## config.mk

```make
export PLATFORM = sky130hd
export DESIGN_NAME = icache
export DESIGN_NICKNAME = d
export VERILOG_FILES = /design/src/rtl/icache.sv
export SDC_FILE = /design/constraint.sdc
export NUM_CORES = 1
export LEC_CHECK = 0
export ABC_AREA = 1
export BUFFER_PORTS_ARGS = -buffer_cell sky130_fd_sc_hd__buf_2
export CORE_MARGIN = 8
export CORE_UTILIZATION = 30
export DETAILED_ROUTE_END_ITERATION = 7
export HOLD_SLACK_MARGIN = 0.1
export PLACE_DENSITY = 0.44
export REMOVE_ABC_BUFFERS = 1
export SKIP_CTS_REPAIR_TIMING = 1
export SYNTH_ARGS = -nofsm -noshare
export SYNTH_HDL_FRONTEND = slang
export SYNTH_SLANG_ARGS = --single-unit
```

## constraint.sdc

```tcl
create_clock -name i_clk -period 4.86 [get_ports i_clk]
set_input_delay 0.243 -clock i_clk [delete_from_list [all_inputs] [get_ports i_clk]]
set_output_delay 0.243 -clock i_clk [all_outputs]
set_load 0.03 [all_outputs]
```

## src/rtl/icache.sv

```systemverilog
// Direct-mapped instruction cache: one instruction per line, synchronous tag/data arrays, single-beat fills.
// Optional ICACHE_STATS_EN adds saturating hit/miss counters (o_hit_cnt, o_miss_cnt).
module icache #(
  parameter int ADDR_W = 16,
  parameter int DATA_W = 32,
  parameter int IDX_W  = 5
) (
  input  logic              i_clk,
  input  logic              i_rst_n,
  input  logic              mem_submit,
  input  logic [ADDR_W-1:0] mem_addr,
  output logic              mem_ack,
  output logic [DATA_W-1:0] mem_data,
  input  logic              i_inval,
  output logic              o_bus_req,
  output logic [ADDR_W-1:0] o_bus_addr,
  input  logic              i_bus_ack,
  input  logic [DATA_W-1:0] i_bus_data,
`ifdef ICACHE_STATS_EN
  output logic [15:0]       o_hit_cnt,
  output logic [15:0]       o_miss_cnt,
`endif
  output logic              o_busy
);

  localparam int TAG_W = ADDR_W - IDX_W;
  localparam int LINES = 1 << IDX_W;

  typedef enum logic [1:0] {IDLE, LOOKUP, FILL, RESP} state_t;

  state_t            state;
  logic [ADDR_W-1:0] addr_q;
  logic [LINES-1:0]  valid;
  logic              inval_seen;
  logic [DATA_W-1:0] resp_data;

  logic [TAG_W-1:0]  tag_mem  [LINES];
  logic [DATA_W-1:0] data_mem [LINES];
  logic [TAG_W-1:0]  rd_tag;
  logic [DATA_W-1:0] rd_data;

  logic [IDX_W-1:0]  idx_q;
  logic [TAG_W-1:0]  tag_q;
  logic              hit;
  logic              miss;
  logic              accept;
  logic              fill_done;

  assign idx_q     = addr_q[IDX_W-1:0];
  assign tag_q     = addr_q[ADDR_W-1:IDX_W];
  assign hit       = (state == LOOKUP) && valid[idx_q] && (rd_tag == tag_q);
  assign miss      = (state == LOOKUP) && !hit;
  // A new request may only be taken when idle or while the previous one is being acked.
  assign accept    = mem_submit && ((state == IDLE) || hit || (state == RESP));
  assign fill_done = (state == FILL) && i_bus_ack;

  always_comb begin
    mem_ack  = hit || (state == RESP);
    mem_data = (state == RESP) ? resp_data : rd_data;
    o_busy   = (state == FILL) || (state == RESP);
  end

  // NOTE: the arrays and their read registers carry no reset so they map onto RAM; the valid flops gate any stale content.
  always_ff @(posedge i_clk) begin
    if (fill_done) begin
      tag_mem[idx_q]  <= tag_q;
      data_mem[idx_q] <= i_bus_data;
    end
    if (accept) begin
      rd_tag  <= tag_mem[mem_addr[IDX_W-1:0]];
      rd_data <= data_mem[mem_addr[IDX_W-1:0]];
    end
  end

  // NOTE: sequential state uses non-blocking assignments so every register samples pre-edge values.
  always_ff @(posedge i_clk or negedge i_rst_n) begin
    if (!i_rst_n) begin
      state      <= IDLE;
      addr_q     <= '0;
      o_bus_req  <= 1'b0;
      o_bus_addr <= '0;
      inval_seen <= 1'b0;
      resp_data  <= '0;
    end else begin
      if (accept) addr_q <= mem_addr;
      case (state)
        IDLE: begin
          if (accept) state <= LOOKUP;
        end
        LOOKUP: begin
          if (hit) begin
            state <= accept ? LOOKUP : IDLE;
          end else begin
            o_bus_req  <= 1'b1;
            o_bus_addr <= addr_q;
            inval_seen <= 1'b0;
            state      <= FILL;
          end
        end
        FILL: begin
          if (i_inval) inval_seen <= 1'b1;
          if (i_bus_ack) begin
            o_bus_req <= 1'b0;
            resp_data <= i_bus_data;
            state     <= RESP;
          end
        end
        RESP: begin
          state <= accept ? LOOKUP : IDLE;
        end
        default: state <= IDLE;
      endcase
    end
  end

  // An invalidate anywhere in the fill window leaves the refilled line invalid.
  always_ff @(posedge i_clk or negedge i_rst_n) begin
    if (!i_rst_n) begin
      valid <= '0;
    end else if (i_inval) begin
      valid <= '0;
    end else if (fill_done && !inval_seen) begin
      valid[idx_q] <= 1'b1;
    end
  end

`ifdef ICACHE_STATS_EN
  always_ff @(posedge i_clk or negedge i_rst_n) begin
    if (!i_rst_n) begin
      o_hit_cnt  <= '0;
      o_miss_cnt <= '0;
    end else begin
      if (hit && (o_hit_cnt != 16'hffff))   o_hit_cnt  <= o_hit_cnt + 16'd1;
      if (miss && (o_miss_cnt != 16'hffff)) o_miss_cnt <= o_miss_cnt + 16'd1;
    end
  end
`endif

endmodule
```

==> results.md, run 1 <==
* Outcome: completed
* Rel. slew slack at 21.2%
* Critical Path AT at about 3.8 ns
* CTS tree: yes
* Netlist cell types at 32
* Worst min path class: input port to async pin
* CTS Buf Count at roughly 170
* Peak VDD IR at about 0.38 mV
* Mapped Area at approximately 0.060 mm^2
* Worst-path clk slew at ~0.05 ns
* WP data required at roughly 5.3 ns
* Synthesized instance count at 4492
* Syn_area_per_cell at ~13 um^2
* Register area share after synthesis at about three quarters
* Final Power at 32.4 mW
* H-tree lvl count at 4
* Layout cells sized above 1 at about 12%
* R2R Path Start: addr_q[0]
* Max cap viols at 0
* R2R depth at 4
* Chip height at around 460 um
* RSZ-0062 raised after global routing: false
* Crit Path Max Fanout at 35
* Starting density of the core at 30.2%
* Die ar. at ~0.21 mm^2
* Row count at ~160
* Period utilization at between 60% and 70%
* DIE WIDTH at roughly 460 um
* Gr ovfl total at 0
* Clk Latency, worst-skew pair at ~0.8 ns
* Nets@finish at around 4700
* Worst Setup Slack, final at about 1.5 ns
* DRC errors left at 0
* Largest net degree at the start of global routing at 177
* Min Tclk post-route at 3.37 ns
* Post-Place Worst Slack at 1.46 ns
* # setup viols final at 0
* GRT Util Overall at ~17%
* Core box area at roughly 0.2 mm^2
* CP Capture Type: flop
* Vias per cell at roughly 5.1
* P per Cell Area at about 470 mW/mm^2
* Ys Warns at 0
* Final Cell Area at between 0.06 and 0.07 mm^2
* CP Launch Type: flop
* Post-DRT Antenna Nets at 0
* Hpwl dp at 94.5 mm
* Slew Viols, Final at 0
* Routability cong. at around 0.76
* IO buf count at roughly 100
* Crit Path Class: flop to flop
* Fill count at 19234
* Via Count at 37803
* Syn-to-layout area delta at 16.7%
* Slew @ Worst Pin at approximately 1.2 ns
* Max clock buf depth at 3
* CTS sink cnt at 1519
* DRT Pass-1 Iters at 7
* Pleak at ~23 nW
* Flop2flop setup slack at between 1 and 1.5 ns
* CTS Root Cell: clkbuf_16
* Util after Layout at roughly a third
* Total wire length at ~180 mm
* F_max at 296 MHz
* Routed wire per std cell at ~25 um
* Antenna violations before repair at 2
* Vias in the first global route at around 37000
* Placed Area at approximately 0.063 mm^2
* DR iter-0 viols at 3173
* Number of synthesized register bits at between 1500 and 2000
* Final Skew at about 0.037 ns
* First-pass GRT wire length at 264 mm
* I/O pin total at about 100
* Final hold vios at 0
* Endpoint of the worst register-to-register path: data_mem[8][30]
==> registers in the layout, indices dropped and copies added, names as in the netlist, named ones only <==
name        cells
data_mem     1024
inval_seen      1
o_bus_req       1
rd_tag         11
state           1
addr_q         16
valid          32
rd_data        32
tag_mem       352
resp_data      32
o_bus_addr     16
==> critical path: stages, from the launching register on <==
cell and delay [ns]:
dfrtp_1 0.56, nor2_1 0.71, clkinv_1 0.60, nor3_2 0.36, buf_4 0.71
==> cell usage after synthesis, drive strengths merged <==
library cell / count / area, um^2
and2: 1 / 6.26
inv: 44 / 165
clkinv: 5 / 18.8
dfrtp: 100 / 2500
mux2: 32 / 360
nand3b: 3 / 22.5
nand2: 390 / 1490
a31oi: 20 / 125
o221ai: 260 / 2280
a21oi: 12 / 60.1
or2: 6 / 37.5
edfxtp: 1419 / 42600
o21a: 9 / 67.6
nor2: 766 / 2880
nand4: 12 / 75.1
nand3: 166 / 831
o21ai: 789 / 3950
clkbuf: 275 / 1030
o22ai: 85 / 532
nor3: 41 / 225
xor2: 1 / 8.76
xnor2: 3 / 26.3
buf: 53 / 253
==> power breakdown <==
part	internal [mW]	switching (mW)
clock network	7.22	5.31
registers	15.4	0.294
logic	1.00	3.19
total	23.6	8.79
==> cell families after synthesis <==
family	count (synthesis)	synth area share (%)
AOI/OAI and AO/OA	1175	11.8
and+or+nand+nor	1385	9.35
muxes	32	0.605
buffers and inverters	377	2.47
DFF	1519	75.8
xor gates and xnor gates	4	0.0588
==> metrics by stage <==
stage	TNS, ns	hold slack, ns	std cells
2_1_floorplan	-970.27	-0.0526	4164
3_3_place_gp	0	0.326	7027
3_5_place_dp	0	0.331	7027
4_1_cts	0	-0.527	7338
5_1_grt	0	0.106	7397
6_report	0	0.0678	7398
==> worst max-delay path by stage <==
stage               cells after the start  slack, ns        start               to
finish                                  4       1.49    addr_q[0]  data_mem[8][30]
floorplan                               6      -5.10  mem_addr[0]      rd_data[18]
global route                           14       1.25    addr_q[0]      rd_data[20]
detailed placement                      4       1.46    addr_q[0]  data_mem[8][30]
CTS                                     4       1.46    addr_q[0]  data_mem[8][18]
global placement                        4       1.61    addr_q[0]  data_mem[8][24]
==> area by class of cell <==
class	instances	area (um^2)	area share [%]
sequential	1519	45100	64.9
multi-input combinational	2596	13200	18.9
clock buffer	225	4570	6.58
tap	2640	3300	4.75
timing repair buffer	282	2300	3.31
clock inverter	86	825	1.19
inverter	49	215	0.310
antenna	1	2.50	0.00360
==> metal layers <==
| metal | up-vias | wire length, um | track usage (%) |
|---|---|---|---|
| met3 | 228 | 8410 | 2.35 |
| met1 | 19577 | 87900 | 24.3 |
| met4 | 0 | 3780 | 4.26 |
| met2 | 930 | 83600 | 26.3 |
| li1 | 17068 | - | - |
| met5 | - | 0 | 0 |
==> cell usage in the layout (no fill, tap or decap), drive strengths merged <==
master | netlist | final
edfxtp | 1419 | 1419
o21ai | 789 | 789
nor2 | 766 | 766
nand2 | 390 | 390
o221ai | 260 | 260
clkbuf | 275 | 226
buf | 53 | 222
nand3 | 166 | 166
dfrtp | 100 | 100
o22ai | 85 | 85
clkinv | 5 | 71
dlygate4sd3 | 0 | 59
inv | 44 | 50
nor3 | 41 | 41
mux2 | 32 | 32
a31oi | 20 | 20
nand4 | 12 | 12
a21oi | 12 | 12
bufinv | 0 | 11
o21a | 9 | 9
or2 | 6 | 6
xnor2 | 3 | 3
nand3b | 3 | 3
clkinvlp | 0 | 3
diode | 0 | 1
xor2 | 1 | 1
and2 | 1 | 1
No activity file was read; power rests on OpenSTA's default activity.
==> run 2: changes to the inputs <==
==> constraint.sdc (replaced) <==
create_clock -name i_clk -period 2.8 [get_ports i_clk]
set_input_delay 0.14 -clock i_clk [delete_from_list [all_inputs] [get_ports i_clk]]
set_output_delay 0.14 -clock i_clk [all_outputs]
set_load 0.03 [all_outputs]
==> run 2 against run 1 <==
  * Register-to-register slack got worse by 1.2 ns
  * Die area unchanged
  * Non-clock buffer count grew 70
  * Count of clock-buffer cells in the layout down 8
  * Via count up 1.2%
  * Routed wire length rose by 1.6%
  * Critical endpoint is now mem_ack
  * Utilization rose by 0.72 points
  * Clock skew is 0.0080 ns higher
  * Setup slack got worse by 1.3 ns
==> results.md, run 2 (synthesized netlist as in run 1, its figures left out) <==
* Outcome: completed
* DIE WIDTH at 462 um (unchanged)
* DRC errors left at 0 (unchanged)
* Largest Register: data_mem
* Vias in the first global route at 37887 (+3.0%)
* Hold Path Origin: mem_addr[0]
* Placed Cells at 7092 (+0.93%)
* CTS Root Cell: clkbuf_16
* CP Capture Type: output port
* DRT Pass-1 Iters at 5 (-2)
* Fin Setup TNS at 0 ns (unchanged)
* Nets@finish at 4737 (+1.4%)
* Biggest regs: data_mem (1024), tag_mem (352)
* Final hold vios at 0 (unchanged)
* Core box area at 0.197 mm^2 (unchanged)
* CP Launch Type: flop
* P per Cell Area at 801 mW/mm^2 (+72%)
* Min Tclk post-route at approximately 2.6 ns
* Slew Viols, Final at 0 (unchanged)
* Routability cong. at 0.762 (+0.13%)
* I/O pin total at 104 (unchanged)
* Final Cell Area at 0.0709 mm^2 (+2.0%)
* CP max stage delay at 0.48 ns (-0.23 ns)
* Period utilization at around 94%
* Clk Latency, worst-skew pair at 0.81 ns (about the same)
* WP data required at 2.66 ns (-2.61 ns)
* N_diodes at 0 (-1)
* Row count at 163 (unchanged)
* Start point of the critical path: addr_q[2]
* Crit-path most repeated cell: nand2_1
* R2R depth at 13 (+9)
* R2R Path Start: addr_q[2]
* Worst-path clk slew at 0.06 ns (about the same)
* RSZ-0062 raised after global routing: true
* Final Skew at 0.0446 ns (+0.00804 ns)
* Worst-path cell chain: inv_2, nor3_2, buf_4, nand2_1, nand2_1, nor2_1, nand2_2, nand2_4, nand2_1, buf_4
* Max clock buf depth at 3 (unchanged)
* Chip height at 462 um (unchanged)
* Commonest non-fill, non-tap cell in the layout: edfxtp_1
* Pleak at 23.3 nW (+2.4%)
* Crit Path Class: flop to output port
* Critical Path AT at 2.50 ns (-1.29 ns)
* Most frequent cells in the layout: 1419 x edfxtp_1, 783 x o21ai_0, 764 x nor2_1, 383 x nand2_1, 260 x o221ai_1
* CTS Buf Count at 166 (-1.8%)
* Starting density of the core at 30.2% (unchanged)
* Hpwl dp at 102 mm (+7.6%)
* # setup viols final at 0 (unchanged)
* Flip-flop count of the largest register after layout at 1024 (unchanged)
* Antenna violations before repair at 5 (+3)
* CTS tree: yes
* Gr ovfl total at 0 (unchanged)
* Util after Layout at 35.9% (+0.72 points)
* Largest net degree at the start of global routing at 122 (-31%)
* Endpoint of the worst register-to-register path: addr_q[8]
* Total wire length at 187 mm (+1.6%)
* IO buf count at 103 (unchanged)
* Flop2flop setup slack at 0.27 ns (-1.22 ns)
* Peak VDD IR at 0.641 mV (+68%)
* F_max at between 300 and 400 MHz
* Layout cells sized above 1 at 12.7% (+1.2 points)
* Rel. slew slack at 53.0% (+32 points)
* DR iter-0 viols at 3398 (+7.1%)
* Placed Area at 0.0649 mm^2 (+2.2%)
* GRT Util Overall at 17.1% (+0.46 points)
* Crit Path Max Fanout at 7 (-80%)
* First-pass GRT wire length at 272 mm (+3.0%)
* Worst min path class: input port to flop
* H-tree lvl count at 4 (unchanged)
* Worst setup path endpoint: mem_ack
* Syn-to-layout area delta at 19.0%
* Final non-filler cell total at 7457 (+0.80%)
* Vias per cell at 5.13 (+0.44%)
* CTS sink cnt at 1519 (unchanged)
* Via Count at 38273 (+1.2%)
* Die ar. at 0.213 mm^2 (unchanged)
* Routed wire per std cell at 25.0 um (+0.82%)
* Slew @ Worst Pin at 0.705 ns (-0.476 ns)
* Post-DRT Antenna Nets at 0 (unchanged)
* Final Power at 56.8 mW (+75%)
* Max cap viols at 0 (unchanged)
* Slowest CP cell: dfrtp_1
[run 2: worst min path at each step]
| stage | endpoint | slack, ns | cells after the start |
|---|---|---|---|
| 2_1_floorplan | async pin | -0.16 | 0 |
| 3_3_place_gp | resp_data[16] | 0.25 | 1 |
| 3_5_place_dp | resp_data[19] | 0.25 | 1 |
| 4_1_cts | resp_data[5] | -0.64 | 1 |
| 5_1_grt | addr_q[0] | 0.13 | 5 |
| 6_report | addr_q[0] | 0.14 | 5 |
[run 2: power breakdown]
part | switching (mW) | internal (mW)
sequential | 0.510 | 26.7
clock | 9.11 | 12.5
combinational | 5.86 | 2.13
total | 15.5 | 41.3
[run 2: critical path, delay by kind of cell, from the launching register on]
kind	cells	cell delay, ns
flops	1	0.48
buf+inv	3	0.50
simple gates	7	0.71
[run 2: metal layers]
| metal | vias to the layer above | wire length [um] | track usage, % |
|---|---|---|---|
| met4 | 4 | 4360 | 4.59 |
| met1 | 19713 | 86000 | 24.2 |
| met2 | 1087 | 85900 | 27.1 |
| met3 | 244 | 10400 | 3.36 |
| met5 | - | 27 | 0 |
| li1 | 17225 | - | - |
[run 2: layout make-up]
class | count | area [um^2]
clock buffer | 217 | 4440
clock inverter | 84 | 898
fill | 18957 | 126000
inverter | 49 | 210
multi-input combinational | 2596 | 13200
sequential | 1519 | 45100
tap | 2640 | 3300
timing repair buffer | 352 | 3750
[run 2: per-stage QoR]
| stage | setup WS (ns) | hold slack (ns) |
|---|---|---|
| finish | 0.165 | 0.142 |
| global route | -0.00717 | 0.129 |
| detailed placement | 0.430 | 0.250 |
| global placement | 0.404 | 0.254 |
| floorplan | -7.06 | -0.156 |
| CTS | -0.0569 | -0.636 |
